### config.mk
export PLATFORM = sky130hd
export DESIGN_NAME = kiwi_perf_monitor
export DESIGN_NICKNAME = d
export VERILOG_FILES = /design/src/rtl/kiwi_perf_monitor.sv
export SDC_FILE = /design/constraint.sdc
export NUM_CORES = 2
export LEC_CHECK = 0
export CORE_AREA = 5 5 249 251
export DETAILED_ROUTE_END_ITERATION = 16
export DIE_AREA = 0 0 254 256
export PLACE_DENSITY = 0.76
export SYNTH_ARGS = -nofsm -noshare
export SYNTH_HDL_FRONTEND = slang
export SYNTH_SLANG_ARGS = --single-unit
### constraint.sdc
create_clock -name clk -period 3.9 [get_ports clk]
set_clock_uncertainty 0.15 [all_clocks]
set_input_delay 0.39 -clock clk [delete_from_list [all_inputs] [get_ports clk]]
set_output_delay 0.39 -clock clk [all_outputs]
set_load 0.01 [all_outputs]
### src/rtl/kiwi_perf_monitor.sv
// Top-down performance counters and end-of-test halt detection for the dual-issue kiwi core.
// Eight saturating counters are read through a one-cycle-latency request/response port. SLOTS must be 2.
module kiwi_perf_monitor #(
  parameter int unsigned CNT_W     = 64,
  parameter logic [31:0] HALT_INST = 32'h0000_006b,
  parameter int unsigned SLOTS     = 2
) (
  input  logic             clk,
  input  logic             rst_n,
  input  logic             cnt_en_i,
  input  logic             clr_i,
  input  logic             dec0_vld_i,
  input  logic             dec1_vld_i,
  input  logic [31:0]      dec0_inst_i,
  input  logic [31:0]      dec1_inst_i,
  input  logic             backend_stall_i,
  input  logic             flush_i,
  input  logic             retire0_i,
  input  logic             retire1_i,
  input  logic             rd_req_i,
  input  logic [2:0]       rd_sel_i,
  output logic             rd_vld_o,
  output logic [CNT_W-1:0] rd_data_o,
  output logic             halt_o,
  output logic [1:0]       state_o
);

  typedef enum logic [1:0] {
    S_IDLE   = 2'd0,
    S_RUN    = 2'd1,
    S_HALTED = 2'd2
  } state_t;

  localparam int unsigned NCNT = 8;

  state_t           state_q, state_d;
  logic [CNT_W-1:0] cnt_q   [NCNT];
  logic [CNT_W-1:0] cnt_inc [NCNT];
  logic [CNT_W-1:0] cnt_d   [NCNT];
  logic [1:0]       inc     [NCNT];
  logic [1:0]       n_vld;
  logic             halt_hit;
  logic             count_en;

  function automatic logic [CNT_W-1:0] sat_add(input logic [CNT_W-1:0] a, input logic [1:0] b);
    logic [CNT_W:0] s;
    s = {1'b0, a} + {{(CNT_W-1){1'b0}}, b};
    return s[CNT_W] ? '1 : s[CNT_W-1:0];
  endfunction

  assign halt_hit = (dec0_vld_i && (dec0_inst_i == HALT_INST)) ||
                    (dec1_vld_i && (dec1_inst_i == HALT_INST));
  assign count_en = (state_q == S_RUN) && cnt_en_i;
  assign n_vld    = {1'b0, dec0_vld_i} + {1'b0, dec1_vld_i};

  always_comb begin
    state_d = state_q;
    unique case (state_q)
      S_IDLE:   if (cnt_en_i) state_d = S_RUN;
      S_RUN:    if (!cnt_en_i) state_d = S_IDLE;
                else if (halt_hit) state_d = S_HALTED;
      S_HALTED: state_d = S_HALTED;
      default:  state_d = S_IDLE;
    endcase
    if (clr_i) state_d = S_IDLE;
  end

  always_comb begin
    inc[0] = 2'd1;
    inc[1] = 2'(SLOTS);
    inc[2] = n_vld;
    inc[3] = {1'b0, retire0_i} + {1'b0, retire1_i};
    inc[4] = backend_stall_i ? 2'd0 : n_vld;
    inc[5] = backend_stall_i ? n_vld : 2'd0;
    inc[6] = {1'b0, flush_i};
    inc[7] = 2'(SLOTS) - n_vld;
    for (int unsigned i = 0; i < NCNT; i++) begin
      cnt_inc[i] = count_en ? sat_add(cnt_q[i], inc[i]) : cnt_q[i];
      cnt_d[i]   = clr_i ? '0 : cnt_inc[i];
    end
  end

  always_ff @(posedge clk or negedge rst_n) begin
    if (!rst_n) state_q <= S_IDLE;
    else        state_q <= state_d;
  end

  // Read data comes from the pre-clear value so a read colliding with clr_i still returns the old count.
  always_ff @(posedge clk or negedge rst_n) begin
    if (!rst_n) begin
      for (int unsigned i = 0; i < NCNT; i++) cnt_q[i] <= '0;
      rd_vld_o  <= 1'b0;
      rd_data_o <= '0;
    end else begin
      for (int unsigned i = 0; i < NCNT; i++) cnt_q[i] <= cnt_d[i];
      rd_vld_o <= rd_req_i;
      if (rd_req_i) rd_data_o <= cnt_inc[rd_sel_i];
    end
  end

  assign halt_o  = (state_q == S_HALTED);
  assign state_o = state_q;

endmodule

Word level (Yosys, flattened, before mapping)
Cells that the tools add are included.

Register bits: 579. Input port bits: 78. Output and inout port bits: 68. Word-level logic and storage cells: 70.

$add $sub $neg: 11. $lt $le $gt $ge: 1. Eq/ne operators: 6. Mux-type cells: 34. Bitwise logic cells: 1. Reductions and logical operators: 6.

Operator list (count): $mux W64 (26); $add A64 B2 Y65 (5); $bmux W64 S3 (1); $add A64 B1 Y65 (1); $add A64 B1 Y65 const B (1); $add A64 B2 Y65 const B (1); $eq A32 B7 Y1 const B (2); $mux W2 (6); $pmux W2 S3 (1); $add A1 B1 Y2 (2); $ge A4 B4 Y1 const B (1); $ne A4 B4 Y1 const B (1); $not A3 Y4 (1); $logic_and A1 B1 Y1 (3); $ne A3 B3 Y1 const B (1); $eq A2 B1 Y1 const B (1); $eq A2 B2 Y1 const B (1); $logic_not A2 Y1 (1); $reduce_and A2 Y1 (1); $sub A2 B2 Y2 const A (1); $logic_or A1 B1 Y1 (1).

Longest topological paths before layout
Word-level depth: 8. Gate-level depth with buffers: 16. Gate-level depth less buffers: 14.

Least setup slack after synthesis
No wires, ideal clock.

Kind: in2reg. Start point: input dec0_vld_i. End point: register rd_data_o[36]. Arrival: 3.706 ns. Required time: 3.668 ns. Path slack: -0.038 ns. Stages: 15. Path buffers: 1. Path through: inv_1 -> ha_1 -> and2_1 -> ha_1 -> inv_1 -> fa_1 -> nand4bb_1 -> nor4_2 -> nand3_1 -> nor2_1 -> nor2_1 -> clkbuf_1 -> a221oi_1 -> a21oi_1 -> a31oi_1.

Cells in the longest elaborated chain, start to end: 8.

RTL lines: start: declaration (line 12) `input logic dec0_vld_i,`; $add A1 B1 Y2 * (line 54) `assign n_vld = {1'b0, dec0_vld_i} + {1'b0, dec1_vld_i};`; $sub A2 B2 Y2 (tied with other cells) (line 76) `inc[7] = 2'(SLOTS) - n_vld;`; $add A64 B2 Y65 (line 47) `s = {1'b0, a} + {{(CNT_W-1){1'b0}}, b};`; $mux W64 (line 48) `return s[CNT_W] ? '1 : s[CNT_W-1:0];`; $mux W64 (line 78) `cnt_inc[i] = count_en ? sat_add(cnt_q[i], inc[i]) : cnt_q[i];`; $bmux W64 S3 * (line 97) `if (rd_req_i) rd_data_o <= cnt_inc[rd_sel_i];`; $mux W64 (not written as such) * (2 in a row) (line 97); end signal: assignment (line 97); end: declaration (line 23) `output logic [CNT_W-1:0] rd_data_o,`.

Every way passes the cells marked *; elsewhere a longest branch is shown, timed or not. The select of a mux whose other input is x is not followed. A chain may end at the register's enable or synchronous reset.

Final worst setup path
Start point: input dec1_vld_i. End point: register rd_data_o[37].

Cells in the longest elaborated chain, start to end: 8.

RTL lines: start: declaration (line 13) `input logic dec1_vld_i,`; $add A1 B1 Y2 * (line 54); $sub A2 B2 Y2 (tied with other cells) (line 76); $add A64 B2 Y65 (line 47); $mux W64 (line 48); $mux W64 (line 78); $bmux W64 S3 * (line 97); $mux W64 (not written as such) * (2 in a row) (line 97).

Marked as above.

==> flow_summary.json <==
{
  "die_y_microns": 256,
  "num_rows": 90,
  "path_clk_slew_ns": 0.07,
  "p_per_area_nw_per_um2": 330.2,
  "rsz0062_at_grt": "true",
  "syn_area_sq_um": 35250,
  "core_area_sq_um": 59680,
  "drt_iter0_markers": 6255,
  "multi_input_area_sq_um": 19870,
  "fmax_ghz": 0.2558,
  "syn_nets": 4250,
  "outcome": "complete, but fails checks",
  "grt_max_degree": 171,
  "synth_fa_ha_area_frac": 0.008164,
  "synth.yosys.seq_area_share": 0.4110,
  "hold_path_class": "in2reg",
  "layout_commonest_cell": "dfrtp_1",
  "yosysTopAreaCell": "dfrtp_1",
  "numPortBuffers": 145,
  "drtAntennaViolNets": 0,
  "ys_async_sr_fraction": 1.000,
  "crit_fanout": 3,
  "ys_types": 87,
  "synth-seq-cells": 579,
  "cts_buffer_depth": 3,
  "synth_cells": 4152,
  "relSlewSlack": 0.2347,
  "cap_violations": 0,
  "track_usage": 0.4930,
  "die_w_microns": 254,
  "grt_pass1_wl_microns": 241100,
  "cellLeakagePower_nw": 17.58,
  "finalWorstSetupSlack_ns": -0.009042,
  "finalSetupViolations": 1,
  "yosys-top-cells-area": "dfrtp_1 41%, xnor2_1 6.9%, a21oi_1 5.8%",
  "fillCellCount": 4513,
  "fin_hold_ws_ns": 0.04711,
  "muxShareOfSynthArea": 0.01154,
  "finalHoldViolations": 0,
  "grt-ovfl-total": 0,
  "layout_common_cells": "579 x dfrtp_1, 566 x buf_4, 515 x nor2_1",
  "setup_total_negative_slack_ns": -0.009042,
  "vias": 39087,
  "syn_avg_cell_area_sq_um": 8.490,
  "required_ns": 4.30,
  "place.gp.congestion": 1.112,
  "grt_pass1_vias": 36954,
  "vias_per_cell": 7.035,
  "startpoint_type": "input pin",
  "drc": 0,
  "cts.sinks": 579,
  "synthSimpleGateAreaFrac": 0.2814,
  "worstSetupPathType": "in2reg",
  "synth_warnings": 0,
  "fin_crit_ns": 3.909,
  "fin_crit_sh": 1.002,
  "syn_to_final_growth_pct": 25.36,
  "worstMarginPinSlew_ns": 1.148,
  "clk-insertion-delay-late_ns": 0.63,
  "maxSlewViolCount": 0,
  "utilization": 0.7404,
  "antenna_found_initial": 11,
  "layout.area.seq_sq_um": 14490,
  "initial_utilization": 0.5906,
  "cts_root_buffer": "clkbuf_16",
  "htreeDepth": 3,
  "dp_hpwl_microns": 125800,
  "wire_per_inst_microns": 29.83,
  "synth_xor_area_frac": 0.1101,
  "num-nets-final": 4813,
  "synth_edf_count": 0,
  "cts_tree": "built",
  "cp.arrival_ns": 4.31,
  "dieArea_sq_um": 65020,
  "synth_ff_type": "dfrtp_1",
  "violations": "negative setup slack",
  "synth_compound_gate_area_share": 0.1438,
  "synth_top_area_share": 0.4110,
  "io_pins": 146,
  "first_pass_iters": 8,
  "drive_gt1_frac": 0.1735,
  "critPathCaptureType": "flip-flop",
  "irDropWorstVdd_uv": 411.3,
  "wirelength_microns": 165800,
  "synth_top_family_by_area": "simple AND/OR/NAND/NOR gates",
  "cts_made_buffers": 68
}
-- cell families after synthesis --
logic type / count (synthesis)
multiplexers: 29
flip-flops: 579
XOR/XNOR: 443
AO/OA/AOI/OAI: 803
adder cells (fa/ha/maj): 20
AND/OR/NAND/NOR: 1963
buffers and inverters: 315
-- power by group --
| part | switching (mW) | internal, mW |
|---|---|---|
| sequential | 0.156 | 6.09 |
| combinational | 0.925 | 0.525 |
| clock | 2.79 | 4.10 |
| total | 3.87 | 10.7 |
-- routing by layer --
metal / wire length (microns) / vias to the layer above / global-route usage
li1: - / 16406 / -
met2: 67890 / 3237 / 0.6993
met4: 16060 / 2 / 0.3353
met3: 24000 / 776 / 0.1768
met1: 57790 / 18666 / 0.6294
met5: 7 / - / 0
-- critical path: stages --
cell             delay [ns]
clkdlybuf4s50_1        0.49
inv_1                  0.08
ha_4                   0.29
buf_4                  0.12
ha_1                   0.18
fa_2                   0.31
nand3_1                0.14
buf_4                  0.17
nor4_2                 0.21
nand4_1                0.20
nor2_2                 0.17
nor2_1                 0.08
buf_4                  0.15
a221oi_1               0.96
a2111oi_0              0.18
a21oi_1                0.19
-- through the flow --
| stage | power (mW) | instances | cell area [sq um] | setup slack (ns) |
|---|---|---|---|---|
| 4_1_cts | 14.46 | 5546 | 43920 | 0.01940 |
| 3_3_place_gp | 7.687 | 5423 | 41500 | -0.7678 |
| 5_1_grt | 14.82 | 5548 | 44170 | -0.04635 |
| 3_5_place_dp | 7.699 | 5423 | 41500 | -0.8542 |
| 6_report | 14.59 | 5556 | 44190 | -0.009042 |
| 2_1_floorplan | 6.754 | 4152 | 35260 | 0.06124 |
-- sequential cells by signal, summed over array words and instances (netlist names) --
signal and count:
rd_vld_o 1, state_o 2, rd_data_o 64, cnt_q 512
-- worst paths after layout --
check	start	to	slack, ns	cells after the start
max reg2reg	cnt_q[96]	rd_data_o[37]	0.08	9
max in group asynchronous	rst_n	cnt_q[92]	2.31	3
min	rd_req_i	rd_data_o[12]	0.05	3
min in group asynchronous	rst_n	cnt_q[131]	0.22	2
min reg2reg	cnt_q[384]	cnt_q[384]	0.35	2
max	dec1_vld_i	rd_data_o[37]	-0.009	16
-- final cells by class --
cell class,instances,area share
Antenna cell,8,0.0004530
Inverter,72,0.006116
Tap cell,782,0.02214
Sequential cell,579,0.3279
Clock buffer,88,0.04363
Timing Repair Buffer,736,0.1402
Clock inverter,33,0.009882
Multi-Input combinational cell,3258,0.4497
-- cell usage after synthesis, drive strengths merged, types with 6 or more instances --
| master | count |
|---|---|
| a221oi | 62 |
| nand3 | 304 |
| o221ai | 10 |
| a211oi | 23 |
| o31a | 7 |
| a22oi | 25 |
| xor2 | 166 |
| nand2 | 282 |
| a21o | 7 |
| mux2i | 17 |
| or4 | 23 |
| nor2 | 523 |
| o22ai | 12 |
| a31o | 6 |
| o21ai | 58 |
| and3 | 90 |
| a311oi | 23 |
| o21a | 8 |
| or2 | 23 |
| buf | 45 |
| a31oi | 39 |
| nand4b | 9 |
| clkbuf | 198 |
| xnor2 | 277 |
| dfrtp | 579 |
| nor4 | 137 |
| o211ai | 20 |
| nand4 | 237 |
| inv | 71 |
| nor2b | 8 |
| o32a | 7 |
| or3 | 20 |
| o31ai | 11 |
| o311ai | 11 |
| a21oi | 411 |
| and4 | 45 |
| a221o | 8 |
| and2 | 30 |
| ha | 15 |
| o32ai | 7 |
| nand2b | 9 |
| nor3 | 204 |
| mux4 | 9 |
-- what timing repair did --
item / 4_1_cts / 5_1_grt
hold buffers: 1 / 0
hold endpoints to repair: 72 / 0
resized for setup: 7 / 47
gates cloned: 0 / 1
setup endpoints to repair: 21 / 58
pin swaps: 2 / 14
buffers inserted: 1 / 1
No activity file was read; power rests on OpenSTA's default activity.
